--- src/rtl/regfile_writeback.sv ---
// rtl/regfile_writeback.sv - merges ALU and buffered LSU results onto the single register file write port
// Also keeps a per-register busy scoreboard for outstanding loads.
module regfile_writeback #(
    parameter int DEPTH = 4,
    parameter int XLEN  = 32
) (
    input  logic            clk,
    input  logic            rst_n,
    input  logic            alu_valid,
    output logic            alu_ready,
    input  logic [4:0]      alu_rd,
    input  logic [XLEN-1:0] alu_data,
    input  logic            lsu_issue,
    input  logic [4:0]      lsu_issue_rd,
    input  logic            lsu_valid,
    output logic            lsu_ready,
    input  logic [4:0]      lsu_rd,
    input  logic [XLEN-1:0] lsu_data,
    output logic            RegWEn,
    output logic [4:0]      AddrD,
    output logic [XLEN-1:0] DataD,
    output logic [31:0]     busy
);

    localparam int AW = $clog2(DEPTH);
    localparam int CW = AW + 1;

    logic [4:0]      fifo_rd_q   [DEPTH];
    logic [XLEN-1:0] fifo_data_q [DEPTH];

    logic [AW-1:0]   wr_ptr_q, wr_ptr_d;
    logic [AW-1:0]   rd_ptr_q, rd_ptr_d;
    logic [CW-1:0]   count_q, count_d;
    logic            reg_wen_q, reg_wen_d;
    logic [4:0]      addr_q, addr_d;
    logic [XLEN-1:0] data_q, data_d;
    logic [31:0]     busy_q, busy_d;

    logic            full, empty;
    logic            push, pop, alu_take;
    logic [4:0]      head_rd, sel_rd;
    logic [XLEN-1:0] head_data, sel_data;
    logic [31:0]     set_mask, clr_mask;

    assign full      = (count_q == CW'(DEPTH));
    assign empty     = (count_q == '0);
    assign alu_ready = !full;
    assign lsu_ready = !full;

    assign head_rd   = fifo_rd_q[rd_ptr_q];
    assign head_data = fifo_data_q[rd_ptr_q];

    // A full FIFO pre-empts the ALU so buffered loads can never starve.
    assign push     = lsu_valid && !full;
    assign alu_take = alu_valid && !full;
    assign pop      = full || (!alu_valid && !empty);

    always_comb begin
        sel_rd   = alu_take ? alu_rd : head_rd;
        sel_data = alu_take ? alu_data : head_data;

        wr_ptr_d = push ? wr_ptr_q + AW'(1) : wr_ptr_q;
        rd_ptr_d = pop  ? rd_ptr_q + AW'(1) : rd_ptr_q;
        count_d  = count_q + CW'(push) - CW'(pop);

        reg_wen_d = (alu_take || pop) && (sel_rd != 5'd0);
        addr_d    = addr_q;
        data_d    = data_q;
        if (alu_take || pop) begin
            addr_d = sel_rd;
            data_d = sel_data;
        end

        // Set after clear: a same-cycle issue is a newer load to that register.
        set_mask = lsu_issue ? (32'd1 << lsu_issue_rd) : 32'd0;
        clr_mask = pop ? (32'd1 << head_rd) : 32'd0;
        busy_d   = ((busy_q & ~clr_mask) | set_mask) & ~32'd1;
    end

    always_ff @(posedge clk) begin
        if (!rst_n) begin
            wr_ptr_q  <= '0;
            rd_ptr_q  <= '0;
            count_q   <= '0;
            reg_wen_q <= 1'b0;
            addr_q    <= '0;
            data_q    <= '0;
            busy_q    <= '0;
        end else begin
            wr_ptr_q  <= wr_ptr_d;
            rd_ptr_q  <= rd_ptr_d;
            count_q   <= count_d;
            reg_wen_q <= reg_wen_d;
            addr_q    <= addr_d;
            data_q    <= data_d;
            busy_q    <= busy_d;
        end
    end

    always_ff @(posedge clk) begin
        if (push) begin
            fifo_rd_q[wr_ptr_q]   <= lsu_rd;
            fifo_data_q[wr_ptr_q] <= lsu_data;
        end
    end

    assign RegWEn = reg_wen_q;
    assign AddrD  = addr_q;
    assign DataD  = data_q;
    assign busy   = busy_q;

endmodule

--- config.mk ---
export PLATFORM = sky130hd
export DESIGN_NAME = regfile_writeback
export DESIGN_NICKNAME = d
export VERILOG_FILES = /design/src/rtl/regfile_writeback.sv
export SDC_FILE = /design/constraint.sdc
export NUM_CORES = 1
export LEC_CHECK = 0
export BUFFER_PORTS_ARGS = -buffer_cell sky130_fd_sc_hd__buf_2
export CAP_MARGIN = 40
export CORE_UTILIZATION = 45
export DETAILED_ROUTE_END_ITERATION = 8
export PLACE_DENSITY = 0.65
export SYNTH_ARGS = -nofsm -noshare
export SYNTH_HDL_FRONTEND = slang
export SYNTH_SLANG_ARGS = --single-unit
--- constraint.sdc ---
create_clock -name clk -period 4.7 [get_ports clk]
set_input_delay 0.235 -clock clk [delete_from_list [all_inputs] [get_ports clk]]
set_output_delay 0.235 -clock clk [all_outputs]
set_load 0.02 [all_outputs]
# Word-level counts from Yosys, hierarchy flattened
# Memories as Yosys holds them, arrays and structs flattened. A register that Yosys moved wholly into a read port is not among the register bits.
# Index checks and enable logic that the tools add are counted.
word_totals:
  regBits: 77
  ramBits: 148
  inputBits: 84
  wordCells: 41
  mem_count: 2
op_classes:
  addsub: 4
  n_eq_ne: 1
  shifts: 2
  n_mux: 10
  bitwise_logic: 3
  n_reduce_logical: 11
memory_table:
  columns: ["memory", "words", "width", "read_ports", "rd_ports_with_merged_regs", "wr", "line", "rtl"]
  rows:
  - ["fifo_data_q", 4, 32, 1, 1, 1, "29", "logic [XLEN-1:0] fifo_data_q [DEPTH];"]
  - ["fifo_rd_q", 4, 5, 1, 1, 1, "28", "logic [4:0] fifo_rd_q [DEPTH];"]
op_table:
  columns: ["op", "n"]
  rows:
  - ["$mux 32", 3]
  - ["$shl 1x5->32 const A", 2]
  - ["$and 32x32->32", 1]
  - ["$not 32->32", 1]
  - ["$or 32x32->32", 1]
  - ["$mux 2", 4]
  - ["$mux 5", 1]
  - ["$reduce_bool 5->1", 1]
  - ["$add 2x1->2 const B", 2]
  - ["$logic_and 1x1->1", 4]
  - ["$add 3x1->3", 1]
  - ["$eq 3x3->1 const B", 1]
  - ["$logic_not 1->1", 3]
  - ["$logic_not 3->1", 1]
  - ["$sub 3x1->3", 1]
  - ["$logic_or 1x1->1", 2]
  - ["$mux 1", 2]

# Logic depth before layout (Yosys ltp)
logic_depth:
  word_depth: 8
  mapped_depth: 11

# Worst setup path before layout
# Ideal clock, no wire load.
synth_timing:
  kind: "reg2reg"
  start: "register count_q[1]"
  end: "register count_q[2]"
  arrival_time_ns: 2.355
  required_ns: 4.572
  slack_ns: 2.217
  path_stages_with_launch: 12
  path_buffers: 2
  path_cell_list: "dfxtp_1 buf_2 o21a_1 nor2_1 clkbuf_1 ha_1 inv_1 ha_1 fa_1 xnor2_1 xnor2_1 nor2_1"
synth_between:
  elab_chain_len: 5
  word_cells_on_any_way: 9
synth_lines:
  columns: ["item", "line", "rtl"]
  rows:
  - ["start: declaration", "33", "logic [CW-1:0] count_q, count_d;"]
  - ["start signal: assignment", "92", "count_q <= count_d;"]
  - ["$logic_not 3->1", "46", "assign empty = (count_q == '0);"]
  - ["$logic_not 1->1", "56", "assign pop = full || (!alu_valid && !empty);"]
  - ["$logic_and 1x1->1", "56", null]
  - ["$logic_or 1x1->1 *", "56", null]
  - ["via pop", "40", "logic push, pop, alu_take;"]
  - ["$sub 3x1->3 *", "64", "count_d = count_q + CW'(push) - CW'(pop);"]
# Mark *: on every way through the listed nets, which the timed path passes. The rest lies on a longest branch.
# A chain may end at the register's enable or synchronous reset.

==> results.rst <==
.. list-table::
   :header-rows: 1

   * - Metric
     - Value
   * - Kind of launch point of the worst setup path
     - register
   * - Path type of the worst min-delay path
     - in2reg
   * - Area share of the largest cell type after synthesis
     - 0.505
   * - #FFs+latches synth
     - 226
   * - Logic pwr share
     - 0.271
   * - Number of sinks on the clock net
     - around 230
   * - Clock-pin slew on the worst setup and hold paths
     - 0.06 ns
   * - Worst-case reg-to-reg path depth
     - 5
   * - Die Span Y
     - roughly 140 um
   * - Finish-stage setup viols
     - 0
   * - Clock latency at the later pin of the worst-skew pair
     - 0.52 ns
   * - Max-cap violations
     - 0
   * - Maximum number of pins on one net before global-route repair
     - 39
   * - Detail-routed via count per cell
     - 5.67
   * - Internal power
     - 4.12 mW
   * - Routed WL per cell
     - about 20 um
   * - CTS tree
     - yes
   * - Horizontal die dimension
     - 142 um
   * - Sum of negative setup slack
     - 0 ns
   * - Number of diodes added for antenna fixing
     - 0
   * - Total gr overflow
     - 0
   * - Slowest library cell on the worst path
     - mux4_2
   * - Crit path cell chain
     - buf_4, mux4_2, nand2b_1, nor2_1, a311oi_1
   * - Share of post-route cells with drive strength above 1
     - 0.296
   * - Max Root-Sink Buffers
     - 3
   * - Die outline area
     - 20100 um^2
   * - Max frequency
     - 0.387 GHz
   * - First-pass detailed-route iteration total
     - 9
   * - TritonCTS buffer count
     - 23
   * - Antenna violations before repair
     - 0
   * - Async set or reset register ratio after synthesis
     - 0
   * - First-pass GRT wire length
     - roughly 34000 um
   * - Via count
     - slightly above 6000
   * - Clock root buffer master
     - clkbuf_16
   * - Violations in the final reports
     - DRC
   * - Register Area
     - 6010 um^2
   * - Largest area contributor in the netlist
     - edfxtp_1
   * - DRT antenna net count
     - 0
   * - Count of boundary I/O pins
     - 156
   * - Total routed wirelength
     - 21900 um
   * - Final Hold Viols
     - 0
   * - H-tree lvl count
     - 1
   * - Sequential fraction of the synthesis area
     - 0.682
   * - Power Density
     - 531 nW/um^2
   * - Filler Cell Count
     - 1493
   * - Std-Cell Core Area
     - between 15000 and 20000 um^2
   * - Combined global-route utilization of all metal layers
     - 0.219
   * - Post-Route Hold Slack
     - 0.0112 ns
   * - Synthesized net count
     - 707
   * - Leakage
     - between 4 and 5 nW
   * - Final Instance Count excl. Fillers
     - 1099
   * - Result of the run
     - finished with violations
   * - Hold depth
     - 3
   * - Nets@finish
     - 914
   * - Cell count after placement
     - 1002
   * - Critical Path Fanout Max
     - 29
   * - Number of synthesis warnings
     - 0
   * - Post-synthesis instance total
     - 616
   * - Worst max-slew margin expressed relative to the limit
     - 0.440
   * - Post_cts resized
     - 0
   * - Hold path startpoint
     - alu_data[7]
   * - Mean area per synthesized cell
     - 14.3 um^2
   * - Final critical-path share of the clock period
     - 0.550
   * - Number of enable flip-flop cells after synthesis
     - 148
   * - Reg-to-reg setup timing slack
     - 2.11 ns
   * - First DRT Iteration DRCs
     - 470
   * - Tmin final
     - ~2.6 ns
   * - Worst IR drop on VDD
     - 0.296 mV
   * - Final max-slew violation count
     - 0
   * - Switching power
     - 1.84 mW
   * - Standard-cell row count
     - 50
   * - Fin Clk Skew
     - 0.0122 ns
   * - Critical Path Max Stage Delay
     - 0.66 ns
   * - Biggest area contributors in the synthesized netlist
     - edfxtp_1 (50%), dfxtp_1 (18%), mux4_2 (9.5%)
   * - Final GP Congestion
     - 0.895
   * - Worst Max-Slew Pin Slew
     - 0.840 ns
   * - Total standard cell area after synthesis
     - 8800 um^2
   * - Combined area of the multi-input logic cells
     - roughly 2600 um^2
   * - Critical path endpoint category
     - register
   * - Starting density of the core
     - 0.464
   * - Required time at the endpoint of the critical path
     - 5.05 ns
   * - Library cells used by synthesis
     - 45
   * - Via count of the first global-routing pass
     - 6331
   * - Remaining DRCs
     - 1
   * - Sequential share of power
     - 0.427
   * - Leading register cell type out of synthesis
     - edfxtp_1
   * - Data arrival time of the critical path
     - 2.94 ns
   * - Port Buffers
     - 154
   * - Area added between synthesis and finish
     - 27.4%
   * - Setup Crit Path Kind
     - reg2reg
   * - Switching Share
     - 0.309
   * - Clk pwr share
     - 0.302
   * - Post-CTS setup buffer count
     - 0
   * - Half-perimeter wire length after placement
     - 14200 um
   * - Setup repair after global routing missed its margin
     - false
[cell usage in the layout (no fill, tap or decap), types with 11 or more instances in the layout]
cell and n:
a21oi_1 67, a222oi_1 14, a311oi_1 20, buf_2 154, clkbuf_16 23, dfxtp_1 76
dlygate4sd3_1 55, edfxtp_1 148, mux4_2 37, nand2_1 48, nand3_1 11, nor2_1 44
o21ai_0 30
[metrics by stage]
stage | setup WS, ns | util | total power, mW | cell area, um^2
floorplan | 2.22 | - | 3.62 | 8800
global placement | 2.00 | 0.516 | 4.05 | 9780
detailed placement | 2.09 | 0.523 | 4.16 | 9910
CTS | 2.09 | 0.591 | 5.99 | 11200
global route | 1.90 | 0.592 | 6.22 | 11200
finish | 2.11 | 0.592 | 5.96 | 11200
[cells by family after synthesis]
| kind of cell | count (synthesis) | synth area share |
|---|---|---|
| AOI/OAI and AO/OA | 149 | 0.106 |
| adders and majority gates | 7 | 0.0108 |
| buffers and inverters | 48 | 0.0237 |
| xor gates and xnor gates | 5 | 0.00497 |
| and+or+nand+nor | 143 | 0.0772 |
| DFF | 226 | 0.682 |
| muxes | 37 | 0.0946 |
| other | 1 | 0.000426 |
[sequential cells by signal (all words and copies together) (netlist names), named ones only]
signal,flops
rd_ptr_q,2
fifo_data_q,128
AddrD,5
wr_ptr_q,2
count_q,3
busy,31
DataD,32
RegWEn,1
fifo_rd_q,20
[per-layer routing]
layer,track usage,wire (um)
met3,0.0331,1580
met1,0.285,8800
met2,0.379,11000
met5,0,0
met4,0.0668,483
[critical path: cells and delay by family, from the launching register on]
kind | cells | cell delay (ns)
mux | 1 | 0.66
buf+inv | 1 | 0.59
flops | 1 | 0.52
simple gates | 2 | 0.50
compound gates | 1 | 0.16
[worst paths after layout]
check | endpoint
worst max register to register | busy[14]
worst max-delay path | busy[14]
worst min register to register | busy[19]
worst min-delay path | DataD[7]
[power by group through the flow]
stage | Sequential (mW) | Clock [mW] | Combinational (mW)
after detailed placement | 2.59 | 0 | 1.57
final | 2.54 | 1.80 | 1.61
after floorplan | 2.66 | 0 | 0.959
after global routing | 2.57 | 1.89 | 1.75
after global placement | 2.60 | 0 | 1.45
after CTS | 2.54 | 1.83 | 1.61
[Yosys cell counts, drive strengths merged, types with 4 or more instances]
| library cell | n |
|---|---|
| ha | 6 |
| nand2 | 48 |
| mux4 | 37 |
| nand3 | 11 |
| xnor2 | 4 |
| a21oi | 67 |
| nand2b | 7 |
| nor3 | 8 |
| nor2b | 5 |
| a311oi | 20 |
| nor2 | 44 |
| and2 | 4 |
| and3 | 4 |
| buf | 15 |
| a31oi | 9 |
| clkbuf | 25 |
| inv | 7 |
| o21ai | 30 |
| dfxtp | 78 |
| a222oi | 14 |
| edfxtp | 148 |
[timing repair]
action                                 CTS  global route
setup endpoints to repair                0             0
hold buffers                            55             0
endpoints found under the hold margin  166             0
[area by class of cell]
class | instances | area share
sequential | 226 | 0.536
multi-input combinational | 342 | 0.232
timing repair buffer | 222 | 0.134
clock buffer | 32 | 0.0570
tap | 260 | 0.0290
clock inverter | 9 | 0.00993
inverter | 8 | 0.00268
Power figures use the tool's default switching activity.
